===== src/rtl/arf132b064e1r1w0cbbehbaa4acw_rcb_ctrl_pkg.sv =====
`default_nettype none
// ============================================================================
// Module : arf132b064e1r1w0cbbehbaa4acw_rcb_ctrl_pkg
// Purpose: Shared types and defaults for the RCB power/clock-enable
//          sequencer: FSM state encoding, default counter widths and the
//          reset value of the LCP {Fd,Rd} configuration.
// Ports  : none (package)
// Rev    : 1.0  initial release
// ============================================================================
package arf132b064e1r1w0cbbehbaa4acw_rcb_ctrl_pkg;

  // Default widths of the idle and wake counters.
  localparam int RCB_IDLE_W = 8;
  localparam int RCB_WAKE_W = 4;

  // Reset value of {Fd,Rd}.
  localparam logic [1:0] RCB_LCP_RST = 2'b00;

  // Sequencer states; encoding 2'd3 is illegal and recovers to ST_OFF.
  typedef enum logic [1:0] {
    ST_OFF  = 2'd0,
    ST_WAKE = 2'd1,
    ST_ON   = 2'd2
  } rcb_state_e;

endpackage
`default_nettype wire


===== src/rtl/arf132b064e1r1w0cbbehbaa4acw_rcb_pwr_ctrl.sv =====
`default_nettype none
// ============================================================================
// Module : arf132b064e1r1w0cbbehbaa4acw_rcb_pwr_ctrl
// Purpose: Regional power/clock-enable sequencer for the array RCB. Wakes the
//          region on request, waits a programmable wake latency before
//          raising Ready, auto-gates after a programmable idle period, and
//          defers LCP {Fd,Rd} updates until the region is gated.
// Ports  :
//   CkGridX1N      in   grid clock
//   RstN           in   async active-low reset
//   ReqVld         in   per-requester activity request
//   Ready          out  region clock usable (state ON)
//   CfgIdleThresh  in   idle cycles in ON before gating, 0 = never
//   CfgWakeLat     in   extra WAKE cycles
//   CfgOvrd        in   override request (blocks auto-gating)
//   CfgLcpVld      in   strobe capturing CfgLcp
//   CfgLcp         in   new {Fd,Rd}
//   FscanClkUngate in   scan ungate, freezes the controller
//   RPEn           out  regional power enable (WAKE or ON)
//   RPOvrd         out  registered copy of CfgOvrd
//   Fd, Rd         out  LCP bits
//   LcpPend        out  LCP update captured, not yet applied
//   State          out  FSM state for debug
// Rev    : 1.0  initial release
// ============================================================================
module arf132b064e1r1w0cbbehbaa4acw_rcb_pwr_ctrl
  import arf132b064e1r1w0cbbehbaa4acw_rcb_ctrl_pkg::*;
#(
  parameter int         NUM_REQ = 2,
  parameter int         IDLE_W  = RCB_IDLE_W,
  parameter int         WAKE_W  = RCB_WAKE_W,
  parameter logic [1:0] LCP_RST = RCB_LCP_RST
) (
  input  logic               CkGridX1N,
  input  logic               RstN,
  input  logic [NUM_REQ-1:0] ReqVld,
  output logic               Ready,
  input  logic [IDLE_W-1:0]  CfgIdleThresh,
  input  logic [WAKE_W-1:0]  CfgWakeLat,
  input  logic               CfgOvrd,
  input  logic               CfgLcpVld,
  input  logic [1:0]         CfgLcp,
  input  logic               FscanClkUngate,
  output logic               RPEn,
  output logic               RPOvrd,
  output logic               Fd,
  output logic               Rd,
  output logic               LcpPend,
  output logic [1:0]         State
);

  rcb_state_e        state;
  rcb_state_e        state_nxt;
  logic [IDLE_W-1:0] idle_cnt;
  logic [IDLE_W-1:0] idle_nxt;
  logic [WAKE_W-1:0] wake_cnt;
  logic [WAKE_W-1:0] wake_nxt;
  logic [1:0]        lcp_q;
  logic [1:0]        lcp_pend_val;
  logic              lcp_pend;
  logic              lcp_apply;
  logic              any_req;
  logic              state_legal;

  assign any_req     = |ReqVld;
  assign state_legal = (state == ST_OFF) || (state == ST_WAKE) || (state == ST_ON);

  // LCP bits may only change while the region is gated and not frozen.
  assign lcp_apply = lcp_pend && (state == ST_OFF) && !FscanClkUngate;

  // Outputs decode straight from registers: no input-to-output paths.
  assign State   = state;
  assign RPEn    = (state == ST_WAKE) || (state == ST_ON);
  assign Ready   = (state == ST_ON);
  assign Fd      = lcp_q[1];
  assign Rd      = lcp_q[0];
  assign LcpPend = lcp_pend;

  always_comb begin
    state_nxt = state;
    idle_nxt  = idle_cnt;
    wake_nxt  = wake_cnt;
    if (!state_legal) begin
      // Recovery from the unused encoding is not subject to scan freeze.
      state_nxt = ST_OFF;
      idle_nxt  = '0;
      wake_nxt  = '0;
    end else if (!FscanClkUngate) begin
      case (state)
        ST_OFF: begin
          if (any_req) begin
            state_nxt = ST_WAKE;
            wake_nxt  = CfgWakeLat;
          end
        end
        ST_WAKE: begin
          if (wake_cnt == '0) begin
            state_nxt = ST_ON;
            idle_nxt  = '0;
          end else begin
            wake_nxt = wake_cnt - 1'b1;
          end
        end
        ST_ON: begin
          if (any_req) begin
            // A request always beats a coincident threshold hit.
            idle_nxt = '0;
          end else if (CfgOvrd) begin
            idle_nxt = idle_cnt;
          end else if ((CfgIdleThresh != '0) && (idle_cnt == CfgIdleThresh)) begin
            state_nxt = ST_OFF;
          end else if (idle_cnt != '1) begin
            idle_nxt = idle_cnt + 1'b1;
          end
        end
        default: begin
          state_nxt = ST_OFF;
        end
      endcase
    end
  end

  always_ff @(posedge CkGridX1N or negedge RstN) begin
    if (!RstN) begin
      state        <= ST_OFF;
      idle_cnt     <= '0;
      wake_cnt     <= '0;
      RPOvrd       <= 1'b0;
      lcp_q        <= LCP_RST;
      lcp_pend_val <= LCP_RST;
      lcp_pend     <= 1'b0;
    end else begin
      state    <= state_nxt;
      idle_cnt <= idle_nxt;
      wake_cnt <= wake_nxt;
      if (!FscanClkUngate) begin
        RPOvrd <= CfgOvrd;
      end
      if (lcp_apply) begin
        lcp_q <= lcp_pend_val;
      end
      // Capture keeps working under scan freeze; a new strobe on the apply
      // edge stays pending while the older value is applied.
      if (CfgLcpVld) begin
        lcp_pend_val <= CfgLcp;
        lcp_pend     <= 1'b1;
      end else if (lcp_apply) begin
        lcp_pend <= 1'b0;
      end
    end
  end

endmodule
`default_nettype wire


===== config.mk =====
export PLATFORM = sky130hd
export DESIGN_NAME = arf132b064e1r1w0cbbehbaa4acw_rcb_pwr_ctrl
export DESIGN_NICKNAME = d
export VERILOG_FILES = /design/src/rtl/arf132b064e1r1w0cbbehbaa4acw_rcb_ctrl_pkg.sv /design/src/rtl/arf132b064e1r1w0cbbehbaa4acw_rcb_pwr_ctrl.sv
export SDC_FILE = /design/constraint.sdc
export NUM_CORES = 1
export LEC_CHECK = 0
export ABC_CLOCK_PERIOD_IN_PS = 3000
export BUFFER_PORTS_ARGS = -buffer_cell sky130_fd_sc_hd__buf_2
export CELL_PAD_IN_SITES_DETAIL_PLACEMENT = 1
export CELL_PAD_IN_SITES_GLOBAL_PLACEMENT = 1
export CORE_UTILIZATION = 44
export DETAILED_ROUTE_END_ITERATION = 16
export HOLD_SLACK_MARGIN = 0.05
export PLACE_DENSITY = 0.88
export REMOVE_ABC_BUFFERS = 1
export SLEW_MARGIN = 20
export SYNTH_ARGS = -nofsm -noshare
export SYNTH_HDL_FRONTEND = slang
export SYNTH_SLANG_ARGS = --single-unit
export TNS_END_PERCENT = 5

===== constraint.sdc =====
create_clock -name CkGridX1N -period 3 [get_ports CkGridX1N]
set_input_delay 0.6 -clock CkGridX1N [delete_from_list [all_inputs] [get_ports CkGridX1N]]
set_output_delay 0.6 -clock CkGridX1N [all_outputs]
set_load 0.02 [all_outputs]

==> Word level (Yosys, flattened, before mapping) <==
Cells that the tools add are included.
{ "classes": {"add_sub_neg": 2, "n_mul": 0, "div_mod_pow": 0, "magnitude_cmp": 0, "eq_ne": 16, "shifts": 0, "muxes": 23, "bitwise_logic": 0, "n_reduce_logical": 15} }
{ "op_table": {"columns": ["operator", "n"], "rows": [
  ["2-to-1 mux 8 bit", 7],
  ["2-to-1 mux 4 bit", 4],
  ["case mux 8 bit (2 select lines)", 1],
  ["2-to-1 mux 2 bit", 7],
  ["inequality test 3 bit, second input constant", 4],
  ["AND reduction 6 bit", 2],
  ["inequality test 3 x 2 -> 1 bit, second input constant", 3],
  ["adder 8 x 1 -> 8 bit, second input constant", 1],
  ["equality test 8 bit", 1],
  ["inequality test 4 bit, second input constant", 2],
  ["inequality test 8 bit, second input constant", 1],
  ["case mux 4 bit (2 select lines)", 1],
  ["nonzero test 8 bit", 1],
  ["case mux 2 bit (3 select lines)", 1],
  ["logical NOT 4 bit", 1],
  ["inequality test 4 x 3 -> 1 bit, second input constant", 1],
  ["AND reduction 4 bit", 1],
  ["subtractor 4 x 1 -> 4 bit, second input constant", 1],
  ["logical AND 1 bit", 3],
  ["logical OR 1 bit", 3],
  ["inequality test 3 x 1 -> 1 bit, second input constant", 1],
  ["equality test 2 x 1 -> 1 bit, second input constant", 1],
  ["equality test 2 bit, second input constant", 1],
  ["logical NOT 2 bit", 1],
  ["5 further kinds", 6]
]} }
{ "totals": {"register_bits": 20, "latchBits": 0, "ramBits": 0, "mem_bits_ro": 0, "output_inout_bits": 8, "n_memories": 0} }

==> Depth between registers and ports, before layout <==
Gate-level depths: netlist (run 1).
{ "depth": {"depth_word": 8, "mapped_depth": 8} }

==> Worst setup path after synthesis (run 1) <==
Ideal clock, no wire load.
{ "synth_timing": {"kind": "input -> register", "startpoint": "input port CfgIdleThresh[4]", "endpoint": "register idle_cnt[4]", "t_arrival_ns": 2.141, "required_time_ns": 2.896, "path_slack_ns": 0.755, "stages": 5, "n_path_buf": 0, "cell_sequence": "or4_4 nor2_4 nor3_2 or4_4 o311ai_1"} }
{ "synth_between": {"elab_chain_len": 4, "word_cells_on_any_way": 5, "cone_classes": "eq/ne (2); reduce/logical (3)"} }
{ "synth_lines": {"columns": ["element", "line_no", "rtl"], "rows": [
  ["from (decl)", "arf132b064e1r1w0cbbehbaa4acw_rcb_pwr_ctrl.sv:38", "input logic [IDLE_W-1:0] CfgIdleThresh,"],
  ["equality test 8 bit or nonzero test 8 bit (tied branches)", "arf132b064e1r1w0cbbehbaa4acw_rcb_pwr_ctrl.sv:110", "end else if ((CfgIdleThresh != '0) && (idle_cnt == CfgIdleThresh)) begin"],
  ["logical AND 1 bit (*)", "arf132b064e1r1w0cbbehbaa4acw_rcb_pwr_ctrl.sv:110", null],
  ["inequality test 4 bit (no source line) (*)", null, null],
  ["AND reduction 6 bit (no source line) (*)", null, null],
  ["to (signal assigned)", "arf132b064e1r1w0cbbehbaa4acw_rcb_pwr_ctrl.sv:134", "idle_cnt <= idle_nxt;"],
  ["to (decl)", "arf132b064e1r1w0cbbehbaa4acw_rcb_pwr_ctrl.sv:54", "logic [IDLE_W-1:0] idle_cnt;"]
]} }
Mark *: on every way between the ends. The rest lies on a longest branch, timed or not.
A chain may end at the register's enable or synchronous reset.

==> Final worst setup path (run 1) <==
{ "layout_timing": {"startpoint": "register wake_cnt[0]", "endpoint": "register idle_cnt[4]"} }
{ "layout_between": {"elab_chain_len": 3} }
{ "layout_lines": {"columns": ["element", "line_no", "rtl"], "rows": [
  ["from (decl)", "arf132b064e1r1w0cbbehbaa4acw_rcb_pwr_ctrl.sv:56", "logic [WAKE_W-1:0] wake_cnt;"],
  ["from (signal assigned)", "arf132b064e1r1w0cbbehbaa4acw_rcb_pwr_ctrl.sv:135", "wake_cnt <= wake_nxt;"],
  ["logical NOT 4 bit", "arf132b064e1r1w0cbbehbaa4acw_rcb_pwr_ctrl.sv:97", "if (wake_cnt == '0) begin"],
  ["inequality test 3 x 2 -> 1 bit (no source line)", null, null],
  ["AND reduction 6 bit (no source line)", null, null]
]} }
Every way passes these cells.

==> results of run 1 <==
-- stage by stage --
stage,util,cells
2_1_floorplan,-,142
3_3_place_gp,0.540,202
3_5_place_dp,0.540,202
4_1_cts,0.559,206
5_1_grt,0.559,206
6_report,0.559,206
-- registers in the layout, summed over array words and instances (netlist names) --
name,count
RPOvrd,1
lcp_q,2
wake_cnt,4
LcpPend,1
idle_cnt,8
lcp_pend_val,2
State,2
-- layout make-up --
type | instances | area [um^2] | area share
multi-input cells | 114 | 825 | 0.517
flip-flops and latches | 20 | 500 | 0.314
clock buffers | 3 | 22.5 | 0.0141
well taps | 31 | 38.8 | 0.0243
repair buffers | 29 | 148 | 0.0926
clock inverters | 1 | 30.0 | 0.0188
inverters | 8 | 30.0 | 0.0188
-- power groups by stage --
| stage | combinational (W) | clock (W) | sequential (W) |
|---|---|---|---|
| 5_1_grt | 0.000652 | 0.000240 | 0.000410 |
| 4_1_cts | 0.000581 | 0.000232 | 0.000399 |
| 6_report | 0.000575 | 0.000229 | 0.000399 |
| 3_3_place_gp | 0.000545 | 0 | 0.000398 |
| 3_5_place_dp | 0.000575 | 0 | 0.000406 |
| 2_1_floorplan | 0.000368 | 0 | 0.000428 |
-- cells in the mapped netlist, types with 3 or more instances --
cell type / count
nand2_1: 13
clkbuf_1: 4
nand2b_1: 5
ha_1: 8
nand4_1: 4
dfrtp_1: 20
inv_1: 8
nor3_1: 7
o311ai_1: 3
nor3b_1: 3
nor2_1: 4
o21ai_0: 7
o31ai_1: 3
o211ai_1: 4
mux2_2: 5
nand3_1: 4
xnor2_1: 8
a21oi_1: 5
or4_4: 3
-- per-layer routing --
layer  vias up  wire [um]  GRT usage
li1        612          -          -
met1       600       1650      0.302
met2        27       1610      0.388
met3         4        126     0.0290
met4         0         45     0.0782
met5         -          0          0
-- how the worst min path moves through the flow --
stage / from / endpoint
6_report: RstN / wake_cnt[3]$_DFFE_PN0P_
5_1_grt: RstN / wake_cnt[3]$_DFFE_PN0P_
3_5_place_dp: lcp_q[1]$_DFFE_PN0P_ / lcp_q[1]$_DFFE_PN0P_
3_3_place_gp: lcp_q[0]$_DFFE_PN0P_ / lcp_q[0]$_DFFE_PN0P_
4_1_cts: RstN / idle_cnt[3]$_DFFE_PN0P_
2_1_floorplan: RstN / LcpPend$_DFFE_PN0P_
-- critical path: stages, from the launching register on --
cell      delay (ps)
dfrtp_1          440
inv_1            100
ha_1             150
nor3b_1          390
o211ai_1         360
or4_4            540
o311ai_1         300
-- cell families after synthesis --
| kind of cell | Yosys count | share of synthesized area |
|---|---|---|
| and+or+nand+nor | 56 | 0.242 |
| adders and majority gates | 8 | 0.0729 |
| buffers and inverters | 13 | 0.0355 |
| xor gates and xnor gates | 8 | 0.0510 |
| AOI/OAI and AO/OA | 36 | 0.186 |
| muxes | 6 | 0.0483 |
| DFF | 20 | 0.364 |
==> results.yml, run 1 <==
outcome:
  status: "complete, but fails checks"
  violations: "design-rule violations"
sta:
  slew-limit-headroom: 0.513
  setup_viol: 0
  rsz0062_at_grt: "false"
  finalMaxSlewViolations: 0
  tightest_slew_ps: 727
  setup_slack_ps: 617
  min_period_ps: 2380
  max_clock_freq_ghz: 0.420
  tns_ps: 0
  holdWs_ps: 213
  period_share: 0.794
  clock_skew_ps: 8.48
  finalHoldViolations: 0
finish:
  fin_nets: 205
  design_area_um2: 1590
  diodes: 0
  synthToLayoutAreaGrowth_pct: 16.0
  nFillCells: 349
  layout_commonest_cell: "buf_2"
  final_cell_mix: "buf_2 (28), dfrtp_1 (20), nand2_1 (13)"
  drive_gt1_frac: 0.251
clocking:
  clkSinkCount: 20
  cts.clk_slew.worst_paths_ps: 130
  cts.path.max_buffers: 2
  cts_root_buf: "clkbuf_4"
  cts_tree: "done"
  cts_resized: 0
  postCtsSetupBuffers: 0
  ctsHoldBuffers: 0
  cts_buffers: 3
  cts_htree_levels: 1
  insertion_delay_ps: 310
logic_synthesis:
  synth_top_area_share: 0.364
  synth_cells: 147
  synth_edf_count: 0
  synth_area_leader_cell: "dfrtp_1"
  synth_area_leaders: "dfrtp_1 (36%), ha_1 (7.3%), xnor2_1 (5.1%), mux2_2 (4.1%), nand2_1 (3.6%)"
  netlist_area_um2: 1370
  synth_cell_types: 41
  synthArstFlopShare: 1.00
  ys_seq_area_frac: 0.364
  synth_flop_cell: "dfrtp_1"
  yosysWarningCount: 0
  ys_ff_latch: 20
  syn_avg_cell_area_um2: 9.35
grt:
  grt_pass1_vias: 1260
  grt-ovfl-total: 0
  grt_max_degree: 21
  grt_use_total: 0.229
  grt_first_pass_wirelength_um: 5840
  antenna_found_initial: 0
placement:
  dp_slack_ps: 517
  gp_congestion: 0.818
  port_buffers: 28
  placed_cell_area_um2: 1540
  hpwl_um: 2660
routing:
  antenna_left: 0
  drt-pass1-iter-count: 10
  drt_iter0_markers: 35
  wire_per_inst_um: 16.7
  drc: 2
  vias_per_cell: 6.03
  wirelength_um: 3440
  vias: 1243
worst_setup_path:
  reg2regPathDepth: 6
  cp-start-kind: "register"
  worst-setup-path-type: "reg2reg"
  crit_end: "idle_cnt[4]$_DFFE_PN0P_"
  crit_start: "wake_cnt[0]$_DFFE_PN0P_"
  path_max_fanout: 10
  crit_arrival_ps: 2590
  end_kind: "register"
  cp.required_ps: 3210
  reg2reg_slack_ps: 620
  r2r-start: "wake_cnt[0]$_DFFE_PN0P_"
  worstReg2RegEnd: "idle_cnt[4]$_DFFE_PN0P_"
flow_run:
  maxCapViolCount: 0
pwr:
  irDropWorstVdd_uv: 597
  clkPwrFrac: 0.190
  cellPowerDensity_nw_per_um2: 755
  p_leak_nw: 0.681
  share_comb_of_total_power: 0.478
  power_w: 0.00120
  intPower_w: 0.000697
  p_sw_frac: 0.421
  p_sw_w: 0.000506
  pwr-share-seq: 0.332
floorplanning:
  start_util: 0.482
  die_area_um2: 3350
  core_region_area_um2: 2850
  io_pins: 29
  die_w_um: 57.9
  std_cell_rows: 19
  die_h_um: 57.9
min_path:
  worst_hold_path_type: "in2async"
Note: power is estimated with default switching activity, not from simulation.
==> inputs of run 2 (changes only) <==
--- a/config.mk
+++ b/config.mk
@@ -5,14 +5,14 @@
 export SDC_FILE = /design/constraint.sdc
 export NUM_CORES = 1
 export LEC_CHECK = 0
-export ABC_CLOCK_PERIOD_IN_PS = 3000
+export ABC_CLOCK_PERIOD_IN_PS = 2000
 export BUFFER_PORTS_ARGS = -buffer_cell sky130_fd_sc_hd__buf_2
 export CELL_PAD_IN_SITES_DETAIL_PLACEMENT = 1
 export CELL_PAD_IN_SITES_GLOBAL_PLACEMENT = 1
-export CORE_UTILIZATION = 44
+export CORE_UTILIZATION = 37
 export DETAILED_ROUTE_END_ITERATION = 16
 export HOLD_SLACK_MARGIN = 0.05
-export PLACE_DENSITY = 0.88
+export PLACE_DENSITY = 0.79
 export REMOVE_ABC_BUFFERS = 1
 export SLEW_MARGIN = 20
 export SYNTH_ARGS = -nofsm -noshare
==> constraint.sdc (replaced) <==
create_clock -name CkGridX1N -period 2 [get_ports CkGridX1N]
set_input_delay 0.4 -clock CkGridX1N [delete_from_list [all_inputs] [get_ports CkGridX1N]]
set_output_delay 0.4 -clock CkGridX1N [all_outputs]
set_load 0.02 [all_outputs]
==> run 2 against run 1 <==
Effect of this change: the flow now finishes without violations; core utilization shrank 1.4 points; maximum frequency grew 23%; hold slack lost 140 ps; clock power grew 37%; critical endpoint unchanged.
==> results.yml, run 2 (synthesized netlist as in run 1, its figures left out) <==
outcome:
  status: "finished, final reports clean"
sta:
  tns_ps: 0
  finalMaxSlewViolations: 0
  min_period_ps: 1940
  finalHoldViolations: 0
  slew-limit-headroom: 0.698
  holdWs_ps: 76.5
  period_share: 0.971
  max_clock_freq_ghz: 0.515
  rsz0062_at_grt: "true"
  clock_skew_ps: 3.12
  tightest_slew_ps: 453
  setup_viol: 0
finish:
  final_cell_mix: "buf_4 (30), buf_2 (28), dfrtp_1 (19)"
  layout_commonest_cell: "buf_4"
  diodes: 0
  nFillCells: 412
  synthToLayoutAreaGrowth_pct: 36.5
  drive_gt1_frac: 0.402
  fin_nets: 234
  regArea_um2: 502
  final_util: 0.545
  top_register: "idle_cnt"
  multi_input_area_um2: 866
  fin_cells: 250
  reg_top3: "idle_cnt (8), wake_cnt (4)"
  largest_reg_flops: 8
pwr:
  p_leak_nw: 0.840
  share_comb_of_total_power: 0.547
  irDropWorstVdd_uv: 631
  cellPowerDensity_nw_per_um2: 1070
  p_sw_frac: 0.415
  intPower_w: 0.00117
  p_sw_w: 0.000830
  clkPwrFrac: 0.157
  pwr-share-seq: 0.296
grt:
  grt_max_degree: 21
  grt-ovfl-total: 0
  grt_use_total: 0.233
  antenna_found_initial: 0
  grt_first_pass_wirelength_um: 7250
  grt_pass1_vias: 1534
flow_run:
  maxCapViolCount: 0
placement:
  port_buffers: 28
  gp_congestion: 0.821
  placed_cells: 241
  hpwl_um: 3210
floorplanning:
  die_area_um2: 3960
  die_w_um: 62.9
  io_pins: 29
  die_h_um: 62.9
  std_cell_rows: 21
  core_region_area_um2: 3440
  start_util: 0.399
clocking:
  clkSinkCount: 20
  cts_tree: "done"
  cts_root_buf: "clkbuf_8"
  cts.clk_slew.worst_paths_ps: 80
  cts_buffers: 3
  cts.path.max_buffers: 2
  insertion_delay_ps: 260
  ctsHoldBuffers: 0
  cts_htree_levels: 1
routing:
  drc: 0
  drt_iter0_markers: 34
  wirelength_met1_um: 1870
  wl_met3_um: 148
  drt-pass1-iter-count: 4
  antenna_left: 0
  wl_met2_um: 2230
  wirelength_um: 4300
  vias: 1398
  wire_per_inst_um: 17.2
  vias_per_cell: 5.59
  top_layer_used: "met4"
worst_setup_path:
  crit_chain: "and4_1, a41o_1, or4_4, o311ai_1"
  path_max_fanout: 7
  cp_slowest_cell: "or4_4"
  worstReg2RegEnd: "idle_cnt[4]$_DFFE_PN0P_"
  cp.required_ps: 2160
  crit_family: "simple AND/OR/NAND/NOR gates"
  max_stage_delay_ps: 550
  end_kind: "register"
  reg2reg_slack_ps: 60
  r2r-start: "idle_cnt[3]$_DFFE_PN0P_"
  cp-start-kind: "register"
  crit_arrival_ps: 2110
  cp.buffers_inverters: 0
  worst-setup-path-type: "reg2reg"
  reg2regPathDepth: 4
min_path:
  worst_hold_path_type: "in2async"
run 2: how the worst max path moves through the flow:
stage	startpoint	end	slack, ps	depth (start not counted)
floorplan	State[0]$_DFFE_PN0P_	idle_cnt[4]$_DFFE_PN0P_	-120	5
global route	idle_cnt[0]$_DFFE_PN0P_	State[0]$_DFFE_PN0P_	-70	6
finish	idle_cnt[3]$_DFFE_PN0P_	idle_cnt[4]$_DFFE_PN0P_	60	4
CTS	wake_cnt[0]$_DFFE_PN0P_	idle_cnt[7]$_DFFE_PN0P_	30	10
detailed placement	CfgIdleThresh[4]	idle_cnt[6]$_DFFE_PN0P_	-240	6
global placement	CfgIdleThresh[4]	idle_cnt[4]$_DFFE_PN0P_	-160	6
run 2: routing by layer:
metal,up-vias,track usage
li1,666,-
met1,690,0.286
met2,37,0.411
met3,5,0.0310
met4,0,0.0814
met5,-,0
run 2: layout make-up:
class	count	area share
Timing Repair Buffer	58	0.195
Inverter	8	0.0160
Tap cell	46	0.0307
Sequential cell	20	0.268
Multi-Input combinational cell	114	0.462
Clock buffer	4	0.0294
run 2: what timing repair did:
action                     in CTS  in global routing
setup endpoints to repair       3                  5
resized for setup               4                  6
buffers inserted                0                  5
pin swaps                       1                  3
hold endpoints to repair        0                  0
run 2: power groups by stage:
stage	clock, W	combinational [W]	sequential [W]
after global routing	0.000345	0.00121	0.000607
after floorplan	0	0.000552	0.000642
after global placement	0	0.000957	0.000579
after detailed placement	0	0.00102	0.000591
after CTS	0.000323	0.00104	0.000587
final	0.000314	0.00109	0.000592
run 2: metrics by stage:
step / power (W) / instance area, um^2 / setup slack [ps]
final: 0.00200 / 1880 / 57.5
after global routing: 0.00216 / 1880 / -66.8
after floorplan: 0.00119 / 1360 / -119
after detailed placement: 0.00161 / 1740 / -239
after global placement: 0.00154 / 1740 / -159
after CTS: 0.00195 / 1810 / 27.7
==> inputs of run 3 (changes only) <==
--- a/config.mk
+++ b/config.mk
@@ -9,10 +9,11 @@
 export BUFFER_PORTS_ARGS = -buffer_cell sky130_fd_sc_hd__buf_2
 export CELL_PAD_IN_SITES_DETAIL_PLACEMENT = 1
 export CELL_PAD_IN_SITES_GLOBAL_PLACEMENT = 1
-export CORE_UTILIZATION = 37
+export CORE_UTILIZATION = 38
+export CTS_BUF_LIST = sky130_fd_sc_hd__clkbuf_8
 export DETAILED_ROUTE_END_ITERATION = 16
 export HOLD_SLACK_MARGIN = 0.05
-export PLACE_DENSITY = 0.79
+export PLACE_DENSITY = 0.81
 export REMOVE_ABC_BUFFERS = 1
 export SLEW_MARGIN = 20
 export SYNTH_ARGS = -nofsm -noshare
==> run 3 against run 2 <==
Effect of this change: the run now ends with negative setup slack left; core utilization rose by 0.59 points; clock power is 4% higher; global-route usage rose by 1.9 points; sequential cell count did not move; die area is 2.6% lower; first-iteration DRC count is 82% higher; sequential share of layout area is 0.26 points higher; hold slack lost 2.2 ps; via count grew 3.7%.
==> results.yml, run 3 (synthesized netlist as in run 1, its figures left out) <==
clocking:
  cts_htree_levels: 1
  ctsHoldBuffers: 0
  clkSinkCount: 20
  cts.clk_slew.worst_paths_ps: 80
  cts_buffers: 3
  cts_tree: "done"
  insertion_delay_ps: 270
  cts.path.max_buffers: 2
  cts_root_buf: "clkbuf_8"
worst_setup_path:
  reg2reg_slack_ps: 10
  r2r-start: "State[0]$_DFFE_PN0P_"
  cp_slowest_cell: "or4_4"
  cp.required_ps: 2160
  worst-setup-path-type: "in2reg"
  crit_arrival_ps: 2160
  crit_start: "CfgIdleThresh[4]"
  crit_chain: "buf_2, or4_4, nor2_4, nor3_2, or4_4, o311ai_2"
  path_max_fanout: 4
  end_kind: "register"
  max_stage_delay_ps: 580
  cp-start-kind: "primary input"
  reg2regPathDepth: 5
  worstReg2RegEnd: "idle_cnt[6]$_DFFE_PN0P_"
  path_common_cell: "or4_4"
grt:
  grt_first_pass_wirelength_um: 7630
  grt_pass1_vias: 1590
  busiest_layer: "met2"
  grt_use_met1: 0.287
  grt-ovfl-total: 0
  grt_max_degree: 21
  grt_use_met3: 0.0313
  antenna_found_initial: 0
  use_met2: 0.459
  grt_use_total: 0.251
placement:
  port_buffers: 28
  gp_congestion: 0.862
  hpwl_um: 3330
  placed_cell_area_um2: 1740
sta:
  tightest_slew_ps: 462
  setup_viol: 1
  min_period_ps: 2000
  max_clock_freq_ghz: 0.500
  finalHoldViolations: 0
  finalMaxSlewViolations: 0
  setup_slack_ps: -0.688
  slew-limit-headroom: 0.692
  period_share: 1.00
  clock_skew_ps: 1.05
  holdWs_ps: 74.3
  rsz0062_at_grt: "true"
outcome:
  status: "complete, but fails checks"
  violations: "negative setup slack"
finish:
  fin_nets: 233
  drive_gt1_frac: 0.399
  top_register: "idle_cnt"
  final_cell_mix: "buf_4 (29), buf_2 (28), dfrtp_1 (17)"
  diodes: 0
  largest_reg_flops: 8
  design_area_um2: 1870
  reg_top3: "idle_cnt (8), wake_cnt (4)"
  synthToLayoutAreaGrowth_pct: 35.9
  layout_commonest_cell: "buf_4"
floorplanning:
  core_region_area_um2: 3390
  std_cell_rows: 21
  die_w_um: 62.1
  die_area_um2: 3860
  io_pins: 29
  die_h_um: 62.1
  start_util: 0.405
routing:
  wirelength_um: 4630
  drt-pass1-iter-count: 4
  vias_per_cell: 5.82
  antenna_left: 0
  drc: 0
  wire_per_inst_um: 18.6
  drt_iter0_markers: 62
  vias: 1450
min_path:
  worst_hold_path_type: "in2async"
pwr:
  p_leak_nw: 0.822
  irDropWorstVdd_uv: 561
  cellPowerDensity_nw_per_um2: 1110
flow_run:
  maxCapViolCount: 0
[run 3: cell types whose count changed in the layout (fill, tap and decap cells not counted), moves of 2 or more]
cell      before  now
a32oi_1        0    2
a32oi_2        2    0
dfrtp_1       19   17
dfrtp_2        1    3
o311ai_1       3    1
[run 3: area by class of cell]
class                   instances  area, um^2
clock buffers                   4        55.1
fillers                       414        1520
inverters                       8        30.0
multi-input cells             114         862
flip-flops and latches         20         504
well taps                      46        57.6
repair buffers                 57         358
[run 3: worst max-delay path: cells and delay by family]
kind	cells	cell delay, ps
simple gates	4	1340
buf+inv	1	110
compound gates	1	310
[run 3: layer usage]
layer | share of wire | wire length, um | vias to the layer above
met1 | 0.40 | 1840 | 722
met3 | 0.032 | 148 | 13
met2 | 0.55 | 2530 | 49
met4 | 0.023 | 108 | 0
met5 | 0 | 0 | -
li1 | - | - | 666
[run 3: stage by stage]
| stage | total power [W] | cells | TNS [ps] | util | setup WS (ps) |
|---|---|---|---|---|---|
| global route | 0.00220 | 249 | -167 | 0.551 | -70.2 |
| CTS | 0.00197 | 245 | 0 | 0.533 | 23.5 |
| detailed placement | 0.00162 | 241 | -699 | 0.513 | -300 |
| global placement | 0.00154 | 241 | -342 | 0.513 | -156 |
| finish | 0.00207 | 249 | -0.688 | 0.551 | -0.688 |
| floorplan | 0.00119 | 142 | -238 | - | -119 |
[run 3: how the worst max path moves through the flow]
| stage | to | slack [ps] |
|---|---|---|
| finish | idle_cnt[6]$_DFFE_PN0P_ | -0.7 |
| global route | idle_cnt[6]$_DFFE_PN0P_ | -70 |
| CTS | idle_cnt[6]$_DFFE_PN0P_ | 20 |
| detailed placement | idle_cnt[6]$_DFFE_PN0P_ | -300 |
| global placement | idle_cnt[4]$_DFFE_PN0P_ | -160 |
| floorplan | idle_cnt[4]$_DFFE_PN0P_ | -120 |
[run 3: where the power goes]
part / switching, W / internal [W] / total, W
clock: 0.000151 / 0.000176 / 0.000327
combinational: 0.000634 / 0.000516 / 0.00115
sequential: 0.0000891 / 0.000502 / 0.000591
total: 0.000874 / 0.00119 / 0.00207
[run 3: timing repair]
item                                    4_1_cts  5_1_grt
pin swaps                                     1        1
resized for setup                             2        8
endpoints found under the setup margin        2        6
buffers inserted                              0        4
